--- src/rtl/fetch_unit_if.sv ---
// Instruction-memory bus between the fetch unit (master) and the memory (slave).
interface fetch_unit_if;
  logic        imem_req;
  logic [15:0] imem_addr;
  logic        imem_ack;
  logic [31:0] imem_rdata;

  modport master (
    output imem_req,
    output imem_addr,
    input  imem_ack,
    input  imem_rdata
  );

  modport slave (
    input  imem_req,
    input  imem_addr,
    output imem_ack,
    output imem_rdata
  );
endinterface

--- src/rtl/fetch_unit.sv ---
// Instruction fetch unit: PC, branch redirect, single outstanding memory request,
// instruction register with field decode, halt and timeout tracking.
module fetch_unit (
  input  logic         clk,
  input  logic         rst_f,
  fetch_unit_if.master imem,
  input  logic         fetch_start,
  input  logic         br_taken,
  input  logic         br_abs,
  input  logic [15:0]  br_imm,
  output logic [3:0]   opcode,
  output logic [3:0]   mm,
  output logic [3:0]   rs,
  output logic [3:0]   rt,
  output logic [3:0]   rd,
  output logic [15:0]  imm,
  output logic [15:0]  pc,
  output logic         ir_valid,
  output logic         busy,
  output logic         halted,
  output logic         fetch_err
);

  typedef enum logic {
    S_IDLE = 1'b0,
    S_WAIT = 1'b1
  } state_t;

  localparam logic [7:0] TMO_LAST = 8'd254;
  localparam logic [3:0] OP_HLT   = 4'hF;

  state_t      state;
  state_t      next_state;
  logic        pending;
  logic [7:0]  tmo_cnt;
  logic [31:0] ir;

  logic        start_ok;
  logic        br_go;
  logic        launch;
  logic        load;
  logic        timeout_hit;

  always_ff @(posedge clk or negedge rst_f) begin
    if (!rst_f) begin
      state <= S_IDLE;
    end else begin
      state <= next_state;
    end
  end

  always_comb begin
    next_state = state;
    case (state)
      S_IDLE: if (launch) next_state = S_WAIT;
      S_WAIT: if (load || timeout_hit) next_state = S_IDLE;
      default: next_state = S_IDLE;
    endcase
  end

  // A branch in the same cycle as a start defers the launch by one cycle
  // (via pending) so the request goes out with the redirected PC.
  always_comb begin
    imem.imem_req = 1'b0;
    busy          = pending;
    br_go         = 1'b0;
    launch        = 1'b0;
    load          = 1'b0;
    timeout_hit   = 1'b0;
    start_ok      = (fetch_start || pending) && !halted && !fetch_err;
    case (state)
      S_IDLE: begin
        br_go  = br_taken && !halted;
        launch = start_ok && !br_go;
      end
      S_WAIT: begin
        imem.imem_req = 1'b1;
        busy          = 1'b1;
        load          = imem.imem_ack;
        timeout_hit   = !imem.imem_ack && (tmo_cnt == TMO_LAST);
      end
      default: begin
        imem.imem_req = 1'b0;
      end
    endcase
  end

  assign imem.imem_addr = pc;

  always_ff @(posedge clk or negedge rst_f) begin
    if (!rst_f) begin
      pc        <= 16'h0000;
      ir        <= 32'h0000_0000;
      pending   <= 1'b0;
      tmo_cnt   <= 8'd0;
      ir_valid  <= 1'b0;
      halted    <= 1'b0;
      fetch_err <= 1'b0;
    end else begin
      ir_valid <= load;
      pending  <= br_go && start_ok;

      if (br_go) begin
        pc <= br_abs ? br_imm : (pc + br_imm);
      end else if (load) begin
        pc <= pc + 16'd1;
      end

      if (load) begin
        ir <= imem.imem_rdata;
      end

      if (launch) begin
        tmo_cnt <= 8'd0;
      end else if ((state == S_WAIT) && !imem.imem_ack) begin
        tmo_cnt <= tmo_cnt + 8'd1;
      end

      if (load && (imem.imem_rdata[31:28] == OP_HLT)) begin
        halted <= 1'b1;
      end

      if (timeout_hit) begin
        fetch_err <= 1'b1;
      end
    end
  end

  assign opcode = ir[31:28];
  assign mm     = ir[27:24];
  assign rs     = ir[23:20];
  assign rt     = ir[19:16];
  assign rd     = ir[15:12];
  assign imm    = ir[15:0];

endmodule

--- src/flat_wrapper.sv ---
// flat-port wrapper written by rule: the top's interface ports become plain ports
module fetch_unit_flat 
  (clk, rst_f, fetch_start, br_taken, br_abs, br_imm, opcode, mm, rs, rt, rd, imm, pc, ir_valid, busy, halted, fetch_err, imem_imem_req, imem_imem_addr, imem_imem_ack, imem_imem_rdata);
  fetch_unit_if imem_i ();
  input  logic clk;
  input  logic rst_f;
  input  logic fetch_start;
  input  logic br_taken;
  input  logic br_abs;
  input  logic [15:0] br_imm;
  output logic [3:0] opcode;
  output logic [3:0] mm;
  output logic [3:0] rs;
  output logic [3:0] rt;
  output logic [3:0] rd;
  output logic [15:0] imm;
  output logic [15:0] pc;
  output logic ir_valid;
  output logic busy;
  output logic halted;
  output logic fetch_err;
  output wire logic [$bits(imem_i.imem_req)-1:0] imem_imem_req;
  output wire logic [$bits(imem_i.imem_addr)-1:0] imem_imem_addr;
  input wire logic [$bits(imem_i.imem_ack)-1:0] imem_imem_ack;
  input wire logic [$bits(imem_i.imem_rdata)-1:0] imem_imem_rdata;
  assign imem_imem_req = imem_i.imem_req;
  assign imem_imem_addr = imem_i.imem_addr;
  assign imem_i.imem_ack = imem_imem_ack;
  assign imem_i.imem_rdata = imem_imem_rdata;
  fetch_unit u_core (.clk(clk), .rst_f(rst_f), .imem(imem_i), .fetch_start(fetch_start), .br_taken(br_taken), .br_abs(br_abs), .br_imm(br_imm), .opcode(opcode), .mm(mm), .rs(rs), .rt(rt), .rd(rd), .imm(imm), .pc(pc), .ir_valid(ir_valid), .busy(busy), .halted(halted), .fetch_err(fetch_err));
endmodule
--- config.mk ---
export PLATFORM = sky130hd
export DESIGN_NAME = fetch_unit_flat
export DESIGN_NICKNAME = d
export VERILOG_FILES = /design/src/rtl/fetch_unit_if.sv /design/src/rtl/fetch_unit.sv /design/src/flat_wrapper.sv
export SDC_FILE = /design/constraint.sdc
export NUM_CORES = 1
export LEC_CHECK = 0
export ABC_AREA = 1
export ABC_CLOCK_PERIOD_IN_PS = 3100
export CAP_MARGIN = 40
export CORE_ASPECT_RATIO = 1.25
export CORE_MARGIN = 10
export CORE_UTILIZATION = 45
export DETAILED_ROUTE_END_ITERATION = 10
export PLACE_DENSITY = 0.78
export REMOVE_ABC_BUFFERS = 1
export SYNTH_ARGS = -nofsm -noshare
export SYNTH_HDL_FRONTEND = slang
export SYNTH_SLANG_ARGS = --single-unit
--- constraint.sdc ---
create_clock -name clk -period 3.1 [get_ports clk]
set_input_delay 0.62 -clock clk [delete_from_list [all_inputs] [get_ports clk]]
set_output_delay 0.62 -clock clk [all_outputs]
set_load 0.01 [all_outputs]
==> metrics.txt <==
clock-pin slew on the worst setup and hold paths=0.06 ns; dpl hpwl=9530 µm; Worst Tran Pin Value=0.770 ns; Hold Fails Final Rpt=0; status=complete, no violations; die area=13,400 µm²; ranking of synthesized cells by area=dfrtp_1, nand2_1, ha_1, inv_1, nor2_1; period utilization=73.9%; peak supply drop=0.305 mV; Overflow after GRT=0; Overall Global Routing Usage=17.9%; MaxCap Viol Count=0; Clk Latency, worst-skew pair=0.34 ns; most frequent cell after synthesis=nand2_1; worst path required time=3.33 ns; gpl congestion=0.862; CP Class=in -> reg; Max Clock Skew=0.0105 ns; area delta synth->final=33.4%; Avg Inst Size Synth=7.07 µm²; 1st-pass router iterations=4; Synth top area share=37.2%; tightest slew margin relative to the limit=48.7%; clock buffer depth=2; Root Buffer=clkbuf_8; clock network power share=28.9%; Cell Pwr Density=381 nW/µm²; Async SR Flop Fraction=100%; DR iter-0 viols=164; share of cells above drive strength 1=5.35%; Placed Instances=796; CP endpoint kind=register; Pint=1.45 mW; unrepaired setup endpoints after global routing=false; Mapped Cells=580; NumNets Final=760; largest net degree at the start of global routing=62; fmax=0.437 GHz; Setup TNS Final=0 ns; final non-filler cell total=811; Post-CTS Resized=0; antenna cell count=0; Fill cells=810; first-pass GRT wire length=19,900 µm; DIE WIDTH=105 µm; hold slack=0.441 ns; Hold WC Path Type=in -> async; crit path max fanout=3; Syn Std Cell Area=4100 µm²; DRT antenna net count=0; Cell Rows=38; vias=4,129; CTS Hold Buffers Added=0; number of remaining DRC errors=0; Die Y=127 µm; Top FF cell, synth=dfrtp_1; Ports=127; initial core utilization=46.6%; Routed Wire Length=12,000 µm; TritonCTS clock tree=done; fin util=62.2%; PortBufs=126; initial antenna violation count=0; post-DR vias/cell=5.09; # setup viols final=0; Post-CTS Setup Bufs=0; Lkg Pwr=2.72 nW; final slew viol count=0; Distinct cells, synth=42; Sw Pwr=637 µW; post-synth top area cell=dfrtp_1; Logic pwr share=27.0%; Post-synth EDFFs=0; Max H-tree Level=3; wire per inst=14.9 µm; Switching Fraction=30.6%; vias in the first global route=4,251; register area share after synthesis=37.2%; crit start category=primary input; Period minus WS final=2.29 ns; sequential power share=44.2%; Commonest cells post-synth=nand2_1, dfrtp_1, inv_1, nor2_1, nand3_1; synth warn=0; clock tree sinks=61; cts bufs inserted=9; core area=8800 µm²; Yosys reg bits=61; Worst EP arrival=2.52 ns
[layer usage]
metal	vias up	wire length (µm)	track usage [%]
li1	2035	-	-
met1	1941	4520	17.5
met2	128	6160	32.3
met3	25	1100	7.85
met4	0	274	7.28
met5	-	0	0
[layout make-up]
cell class	count	area (µm²)	area share, %
Clock buffer	13	149	2.72
Clock inverter	2	10.0	0.183
Inverter	65	244	4.46
Multi-Input combinational cell	420	2110	38.5
Sequential cell	61	1530	27.9
Tap cell	120	150	2.74
Timing Repair Buffer	130	1290	23.5
[through the flow]
stage	area (µm²)	power [mW]	worst slack, ns
floorplan	3880	1.18	0.932
global placement	5310	1.48	0.497
detailed placement	5310	1.50	0.460
CTS	5470	2.10	0.822
global route	5470	2.21	0.646
finish	5470	2.08	0.811
[registers in the layout, summed over array words and instances (netlist names)]
signal / cells
u_core.ir: 32
u_core.imem.imem_addr: 16
u_core.tmo_cnt: 8
u_core.fetch_err: 1
u_core.halted: 1
u_core.ir_valid: 1
u_core.pending: 1
u_core.state: 1
[cell families (layout without fill, tap and decap cells)]
family | Yosys count | after routing | share of synthesized area (%)
simple gates | 326 | 326 | 34.3
buf+inv | 99 | 210 | 11.4
compound gates | 64 | 64 | 8.69
flops | 61 | 61 | 37.2
fa+ha+maj | 19 | 19 | 5.98
xor+xnor | 11 | 11 | 2.35
[worst max-delay path, cell delays in order]
cell and delay (ns):
clkdlybuf4s50_1 0.42, ha_1 0.21, fa_1 0.38, nand2_1 0.09, nand2_1 0.08, nand3_1 0.09, nand2_1 0.11, nand2_1 0.10
nand2_1 0.06, nand2_1 0.06, nand3_1 0.06, nand2_1 0.10, nand2_1 0.05, nand2_1 0.05, nand2_1 0.04
[final timing paths]
check | cells after the start | start | slack, ns | to
max | 15 | br_imm[0] | 0.81 | u_core.imem.imem_addr[14]$_DFFE_PN0P_
min | 2 | rst_f | 0.44 | u_core.ir[11]$_DFFE_PN0P_
max reg2reg | 14 | u_core.imem.imem_addr[0]$_DFFE_PN0P_ | 1.00 | u_core.imem.imem_addr[14]$_DFFE_PN0P_
min reg2reg | 2 | u_core.ir[25]$_DFFE_PN0P_ | 0.48 | u_core.ir[25]$_DFFE_PN0P_
max in group asynchronous | 2 | rst_f | 2.15 | u_core.imem.imem_addr[7]$_DFFE_PN0P_
min in group clk | 2 | u_core.ir[25]$_DFFE_PN0P_ | 0.48 | u_core.ir[25]$_DFFE_PN0P_
[placed cells by master, fill, tap and decap left out, types with 2 or more instances in the layout]
| cell type | n |
|---|---|
| nand4_1 | 4 |
| o211ai_1 | 2 |
| nor3_2 | 3 |
| a21oi_1 | 29 |
| o21ai_0 | 17 |
| nand3_1 | 30 |
| clkdlybuf4s50_1 | 125 |
| xnor2_1 | 3 |
| nand3b_1 | 2 |
| nor3b_1 | 2 |
| clkbuf_8 | 10 |
| clkbuf_1 | 3 |
| or2_2 | 2 |
| a211oi_1 | 4 |
| nand2_1 | 209 |
| o21ai_1 | 3 |
| nor2_1 | 51 |
| dfrtp_1 | 61 |
| nor3_1 | 7 |
| o22ai_1 | 3 |
| nor2_4 | 3 |
| inv_2 | 4 |
| inv_1 | 60 |
| nand2_2 | 3 |
| ha_1 | 18 |
| and2_1 | 4 |
| xor2_1 | 8 |
| buf_4 | 4 |
| clkinv_2 | 2 |
[power by group through the flow]
stage | Sequential, mW | Clock (mW) | Combinational, mW
final | 0.920 | 0.602 | 0.562
after global routing | 0.928 | 0.655 | 0.624
after CTS | 0.920 | 0.617 | 0.567
after detailed placement | 0.933 | 0 | 0.564
after global placement | 0.929 | 0 | 0.548
after floorplan | 0.956 | 0 | 0.228
(Power assumes the default switching activity.)
